==> src/rtl/timer16io.sv <==
// 16-bit down-counting interval timer for the 6801 bus: prescaled tick, auto-reload or
// one-shot, underflow flag with interrupt, and byte-wise atomic access to the 16-bit values.
module timer16io #(
    parameter int          PS_MAX      = 7,
    parameter logic [15:0] RELOAD_INIT = 16'hFFFF
) (
    input  logic       clk,
    input  logic       rst,
    output logic       irq,
    input  logic [2:0] AD,
    input  logic [7:0] DI,
    output logic [7:0] DO,
    input  logic       rw,
    input  logic       cs
);

    localparam int PW = (PS_MAX > 0) ? PS_MAX : 1;
    localparam logic [PW-1:0] PS_ONE = PW'(1);

    // Out-of-range prescale exponents saturate at PS_MAX.
    function automatic logic [2:0] clamp_ps(input logic [2:0] v);
        if (32'(v) > PS_MAX) begin
            return 3'(PS_MAX);
        end else begin
            return v;
        end
    endfunction

    logic          en_r, auto_r, ie_r, tof_r;
    logic [2:0]    ps_r;
    logic [15:0]   reload_r, count_r;
    logic [PW-1:0] presc_r;
    logic [7:0]    temp_h_r, latch_l_r;

    logic          wr_s, rd_s;
    logic          ctrl_wr_s, stat_wr_s, rld_h_wr_s, rld_l_wr_s, cnt_h_rd_s;
    logic [PW-1:0] mask_s;
    logic          tick_s, uf_s;
    logic          en_nxt_s;
    logic [15:0]   count_nxt_s, commit_s;

    assign wr_s       = cs && !rw;
    assign rd_s       = cs && rw;
    assign ctrl_wr_s  = wr_s && (AD == 3'd0);
    assign stat_wr_s  = wr_s && (AD == 3'd1);
    assign rld_h_wr_s = wr_s && (AD == 3'd2);
    assign rld_l_wr_s = wr_s && (AD == 3'd3);
    assign cnt_h_rd_s = rd_s && (AD == 3'd4);
    assign commit_s   = {temp_h_r, DI};

    // A CTRL write that stops the timer suppresses the tick on the same edge.
    assign mask_s = (PS_ONE << ps_r) - PS_ONE;
    assign tick_s = en_r && ((presc_r & mask_s) == mask_s) && !(ctrl_wr_s && !DI[0]);
    assign uf_s   = tick_s && (count_r == 16'h0000);

    // Next-state for EN and COUNT, including commit/reload collisions.
    always_comb begin
        en_nxt_s    = en_r;
        count_nxt_s = count_r;
        if (ctrl_wr_s) begin
            en_nxt_s = DI[0];
        end else if (uf_s && !auto_r) begin
            en_nxt_s = 1'b0;
        end else begin
            en_nxt_s = en_r;
        end

        if (rld_l_wr_s && !en_nxt_s) begin
            count_nxt_s = commit_s;
        end else if (tick_s) begin
            if (count_r != 16'h0000) begin
                count_nxt_s = count_r - 16'h0001;
            end else if (auto_r) begin
                count_nxt_s = rld_l_wr_s ? commit_s : reload_r;
            end else begin
                count_nxt_s = count_r;
            end
        end else begin
            count_nxt_s = count_r;
        end
    end

    // Register state.
    always_ff @(posedge clk or negedge rst) begin
        if (!rst) begin
            en_r      <= 1'b0;
            auto_r    <= 1'b0;
            ie_r      <= 1'b0;
            ps_r      <= 3'd0;
            tof_r     <= 1'b0;
            reload_r  <= RELOAD_INIT;
            count_r   <= RELOAD_INIT;
            presc_r   <= '0;
            temp_h_r  <= 8'h00;
            latch_l_r <= 8'h00;
        end else begin
            en_r    <= en_nxt_s;
            count_r <= count_nxt_s;
            if (ctrl_wr_s) begin
                auto_r  <= DI[1];
                ie_r    <= DI[2];
                ps_r    <= clamp_ps(DI[5:3]);
                presc_r <= '0;
            end else if (en_r) begin
                presc_r <= presc_r + PS_ONE;
            end else begin
                presc_r <= presc_r;
            end
            // Underflow beats a simultaneous clear.
            if (uf_s) begin
                tof_r <= 1'b1;
            end else if (stat_wr_s && DI[0]) begin
                tof_r <= 1'b0;
            end else begin
                tof_r <= tof_r;
            end
            if (rld_h_wr_s) begin
                temp_h_r <= DI;
            end else begin
                temp_h_r <= temp_h_r;
            end
            if (rld_l_wr_s) begin
                reload_r <= commit_s;
            end else begin
                reload_r <= reload_r;
            end
            if (cnt_h_rd_s) begin
                latch_l_r <= count_r[7:0];
            end else begin
                latch_l_r <= latch_l_r;
            end
        end
    end

    // Read mux; COUNT_L returns the byte captured by the last COUNT_H read.
    always_comb begin
        DO = 8'h00;
        case (AD)
            3'd0:    DO = {2'b00, ps_r, ie_r, auto_r, en_r};
            3'd1:    DO = {6'b000000, en_r, tof_r};
            3'd2:    DO = reload_r[15:8];
            3'd3:    DO = reload_r[7:0];
            3'd4:    DO = count_r[15:8];
            3'd5:    DO = latch_l_r;
            default: DO = 8'h00;
        endcase
    end

    assign irq = tof_r && ie_r;

endmodule

==> config.mk <==
export PLATFORM = sky130hd
export DESIGN_NAME = timer16io
export DESIGN_NICKNAME = d
export VERILOG_FILES = /design/src/rtl/timer16io.sv
export SDC_FILE = /design/constraint.sdc
export NUM_CORES = 1
export LEC_CHECK = 0
export ABC_AREA = 1
export BUFFER_PORTS_ARGS = -buffer_cell sky130_fd_sc_hd__buf_2
export CAP_MARGIN = 10
export CORE_ASPECT_RATIO = 2
export CORE_MARGIN = 2
export CORE_UTILIZATION = 35
export DETAILED_ROUTE_END_ITERATION = 7
export GPL_ROUTABILITY_DRIVEN = 0
export HOLD_SLACK_MARGIN = 0.1
export PLACE_DENSITY_LB_ADDON = 0.1
export SLEW_MARGIN = 10
export SYNTH_ARGS = -nofsm -noshare
export SYNTH_HDL_FRONTEND = slang
export SYNTH_SLANG_ARGS = --single-unit
==> constraint.sdc <==
create_clock -name clk -period 3.4 [get_ports clk]
set_input_delay 0.51 -clock clk [delete_from_list [all_inputs] [get_ports clk]]
set_output_delay 0.51 -clock clk [all_outputs]
set_load 0.005 [all_outputs]
# Word-level counts from Yosys, hierarchy flattened
# Cells that the tools add are included.
[totals]
reg_bits = 62
elab_cells = 61
[op_classes]
addsub = 3
n_eq_ne = 6
shifts = 1
n_mux = 12
n_bitwise = 1
reduce_logical = 28
[op_table]
columns = ["operator", "count"]
rows = [
  ["16-bit 2-to-1 mux", 5],
  ["8-bit one-hot mux with 6 select lines", 1],
  ["16-bit logical NOT", 1],
  ["16-bit nonzero test", 1],
  ["16-bit by 1-bit subtractor with 16-bit output (second input constant)", 1],
  ["1-bit logical AND", 15],
  ["7-bit 2-to-1 mux", 2],
  ["7-bit by 1-bit adder with 7-bit output (second input constant)", 1],
  ["7-bit AND", 1],
  ["7-bit == test", 1],
  ["1-bit by 3-bit << shifter with 7-bit output (first input constant)", 1],
  ["7-bit by 1-bit subtractor with 7-bit output (second input constant)", 1],
  ["3-bit by 2-bit == test with 1-bit output (second input constant)", 2],
  ["3-bit == test (second input constant)", 2],
  ["2-bit nonzero test", 3],
  ["1-bit logical NOT", 5],
  ["1-bit 2-to-1 mux", 4],
  ["3-bit by 1-bit == test with 1-bit output (second input constant)", 1],
  ["3-bit logical NOT", 1],
  ["3-bit nonzero test", 1],
  ["2-bit AND reduction", 1],
]

# Depth between registers and ports, before layout
[logic_depth]
depth_word = 14
mapped_depth = 16

# Worst setup path after synthesis
# No wires, ideal clock.
[synth_timing]
kind = "register to register"
startpoint = "reg ps_r[1]"
endpoint = "reg count_r[7]"
setup_time_ns = 0.060
arrival_time_ns = 1.841
t_required_ns = 3.340
slack_ns = 1.498
path_stages_with_launch = 15
path_buffers = 2
period_less_slack_ns = 1.902
path_cell_list = "dfrtp_1 > buf_4 > nor2_2 > nand2_1 > ha_1 > nor2_1 > nor2_1 > nand3_1 > nor2_1 > and2_4 > nand2_2 > buf_4 > nor2_1 > nor2_1 > nand2_1"
[synth_via]
elab_chain_cells = 14
elab_cells_between_ends = 16
cone_classes = "add/sub: 1; eq/ne: 1; shift: 1; mux: 3; bitwise: 1; reduce/logical: 9"
[synth_rtl]
columns = ["element", "line", "rtl"]
rows = [
  ["from (decl)", "30", "logic [2:0] ps_r;"],
  ["from (signal assigned)", "102", "ps_r <= clamp_ps(DI[5:3]);"],
  ["1-bit by 3-bit << shifter with 7-bit output (*)", "52", "assign mask_s = (PS_ONE << ps_r) - PS_ONE;"],
  ["7-bit by 1-bit subtractor with 7-bit output (*)", "52", ""],
  ["7-bit AND", "53", "assign tick_s = en_r && ((presc_r & mask_s) == mask_s) && !(ctrl_wr_s && !DI[0]);"],
  ["7-bit == test (*)", "53", ""],
  ["1-bit logical AND (*) (2 in series)", "53", ""],
  ["1-bit logical AND", "54", "assign uf_s = tick_s && (count_r == 16'h0000);"],
  ["1-bit logical AND", "62", "end else if (uf_s && !auto_r) begin"],
  ["1-bit 2-to-1 mux", "62", ""],
  ["1-bit 2-to-1 mux", "60", "if (ctrl_wr_s) begin"],
  ["1-bit logical NOT", "68", "if (rld_l_wr_s && !en_nxt_s) begin"],
  ["1-bit logical AND", "68", ""],
  ["3-bit nonzero test (no line) or 2-bit nonzero test (tied branches)", "--", ""],
  ["2-bit AND reduction (no line)", "--", ""],
  ["to (signal assigned)", "98", "count_r <= count_nxt_s;"],
  ["to (decl)", "31", "logic [15:0] reload_r, count_r;"],
]
# Every way passes the cells marked *; elsewhere a longest branch is shown, timed or not.
# A chain may end at the register's enable or synchronous reset.

# Final worst setup path
[layout_timing]
startpoint = "reg ps_r[1]"
endpoint = "reg count_r[0]"
# The elaborated chain is that of the path after synthesis.

==> results.sh <==
export IMPL_critPathArrivalTime_ps=2670
export IMPL_cts_root_buf="clkbuf_16"
export IMPL_cts_repair_resized=0
export IMPL_cts_tree="built"
export IMPL_path_clk_slew_ps=50
export IMPL_grt_overflow=0
export IMPL_setup_tns_ps=0
export IMPL_yosys_register_bits=62
export IMPL_startpoint="ps_r[1]"
export IMPL_whs_ps=355
export IMPL_post_dp_hpwl_um=8710
export IMPL_post_synth_top_count_cell="nand2_1"
export IMPL_synth_edff_count=0
export IMPL_final_nets=556
export IMPL_min_period_ps=2390
export IMPL_tightest_slew_ps=831
export IMPL_syn_avg_cell_area_um2=7.34
export IMPL_insertion_delay_ps=340
export IMPL_ys_seq_area_share_pct=42.2
export IMPL_power_density_nw_per_um2=774
export IMPL_synth_top_area_share_pct=22.3
export IMPL_cp_required_ps=3680
export IMPL_dieArea_um2=11700
export IMPL_r2r_end="count_r[0]"
export IMPL_postSynthCellCount=513
export IMPL_rrSetupSlack_ps=1010
export IMPL_async_flop_share_pct=100
export IMPL_hold_buffers=0
export IMPL_layout_drive_gt1_share_pct=19.0
export IMPL_routed_wl_um=11600
export IMPL_yosysTopAreaCell="dfstp_2"
export IMPL_hp_class="primary input to asynchronous set/reset pin"
export IMPL_ys_warn_count=0
export IMPL_n_antenna_cell=0
export IMPL_setup_viol=0
export IMPL_fmax_ghz=0.418
export IMPL_regToRegStartpoint="ps_r[1]"
export IMPL_cp_max_fo=23
export IMPL_die_x_um=77.4
export IMPL_start_kind="flip-flop"
export IMPL_cts_setup_buffers=0
export IMPL_numClockSinks=62
export IMPL_initial_utilization_pct=36.0
export IMPL_cts_max_path_buffers=2
export IMPL_grt_pass1_wl_um=18700
export IMPL_dr_pass1_iters=4
export IMPL_crit_type="flip-flop to flip-flop"
export IMPL_io_pins=24
export IMPL_synth_fp_nets=532
export IMPL_synthFlopType="dfstp_2"
export IMPL_ys_types=41
export IMPL_area_delta_synth_final_pct=13.0
export IMPL_outcome="finished clean"
export IMPL_yosys_top_cells_area="dfstp_2 (22%), dfrtp_1 (20%), nand2_1 (16%)"
export IMPL_vias=3375
export IMPL_fin_crit_sh_pct=70.3
export IMPL_grt_max_degree=63
export IMPL_htree_levels=3
export IMPL_worstSetupEndpoint="count_r[0]"
export IMPL_r2r_worst_path_cells=13
export IMPL_slew_violations=0
export IMPL_grt_pass1_vias=3498
export IMPL_drtAntennaViolNets=0
export IMPL_power_leakage_uw=0.00211
export IMPL_rows=53
export IMPL_grt_setup_unrepaired="false"
export IMPL_relSlewSlack_pct=44.6
export IMPL_hold_viol=0
export IMPL_coreArea_um2=10500
export IMPL_timing_clock_skew_ps=6.05
export IMPL_drcViolationCount=0
export IMPL_cap_violations=0
export IMPL_syn_area_um2=3770
export IMPL_post_drt_wl_per_cell_um=17.1
export IMPL_vias_per_cell=4.97
export IMPL_ir_worst_vdd_mv=0.347
export IMPL_antenna_found_initial=0
export IMPL_track_usage_pct=21.5
export IMPL_dr_first_iter_drc_count=216
export IMPL_end_kind="flip-flop"
export IMPL_synth_common_cells="nand2_1 (164), inv_1 (51), nor2_1 (50)"
export IMPL_die_h_um=151
export IMPL_numCtsBuffers=9
export IMPL_fillers=1188
export IMPL_port_buffers=23
-- worst max-delay path: stages, from the launching register on --
cell and delay, ps:
dfrtp_1 480, nor2_2 160, nand2_1 100, ha_1 250, nand2_1 110, nand2_1 50, nand3_1 80, nand2_1 70
nor2_2 150, and2_4 190, nand2_2 300, a21oi_1 230, nor2_1 80, nand2_1 60
-- registers in the layout (all words and copies together) (netlist names) --
signal and count:
auto_r 1, ps_r 3, en_r 1, latch_l_r 8, presc_r 7, tof_r 1
count_r 16, temp_h_r 8, ie_r 1, reload_r 16
-- worst min path at each step --
stage                start           end  slack (ps)  cells after the start
2_1_floorplan          rst        auto_r         210                      0
3_3_place_gp    presc_r[5]    presc_r[5]         470                      1
3_5_place_dp   reload_r[0]   reload_r[0]         470                      2
4_1_cts                rst  latch_l_r[4]         400                      2
5_1_grt                rst   temp_h_r[4]         440                      2
6_report               rst   temp_h_r[4]         360                      2
-- through the flow --
step	total power, uW	setup slack [ps]	cell area (um2)	util [%]	cells
after floorplan	2130	1500	3770	-	513
after global placement	2460	1000	3990	38.1	663
after detailed placement	2480	950	3990	38.1	663
after CTS	3330	986	4260	40.6	679
after global routing	3570	721	4260	40.6	679
final	3300	1010	4260	40.6	679
-- layer usage --
metal	share of wire [%]	global-route usage, %	up-vias
li1	-	-	1710
met1	39	23.5	1588
met2	55	38.7	50
met3	2.3	3.24	27
met4	3.7	12.9	0
met5	0	0	-
-- cells in the final DEF, fill, tap and decap left out, drive strengths merged, types with 4 or more instances in the layout --
master	n
inv	55
nor3	6
ha	4
nor2	59
dfrtp	30
buf	29
nand4	7
a31oi	7
o2111ai	4
nand3	49
o21ai	34
clkbuf	14
nand2	172
dfstp	32
a21oi	12
a22oi	7
-- kinds of logic after synthesis --
kind of cell               after synthesis  synth area share (%)
and+or+nand+nor                        299                  35.4
buffers and inverters                   72                  8.53
AOI/OAI and AO/OA                       69                  10.7
DFF                                     62                  42.2
xor gates and xnor gates                 4                 0.930
adders and majority gates                4                  1.33
muxes                                    3                 0.897
-- report_power, final --
| group | internal, uW | switching (uW) | leakage [uW] |
|---|---|---|---|
| clock network | 511 | 325 | 0.000131 |
| registers | 1050 | 246 | 0.000716 |
| logic | 418 | 742 | 0.00126 |
-- layout make-up --
cell class                 count  area (um2)  area share [%]
timing repair buffer          29         160            3.76
tap                          137         171            4.03
inverter                      56         215            5.06
clock buffer                  14         254            5.97
clock inverter                 2        10.0           0.235
sequential                    62        1590            37.4
multi-input combinational    379        1850            43.6
(Power assumes the default switching activity.)
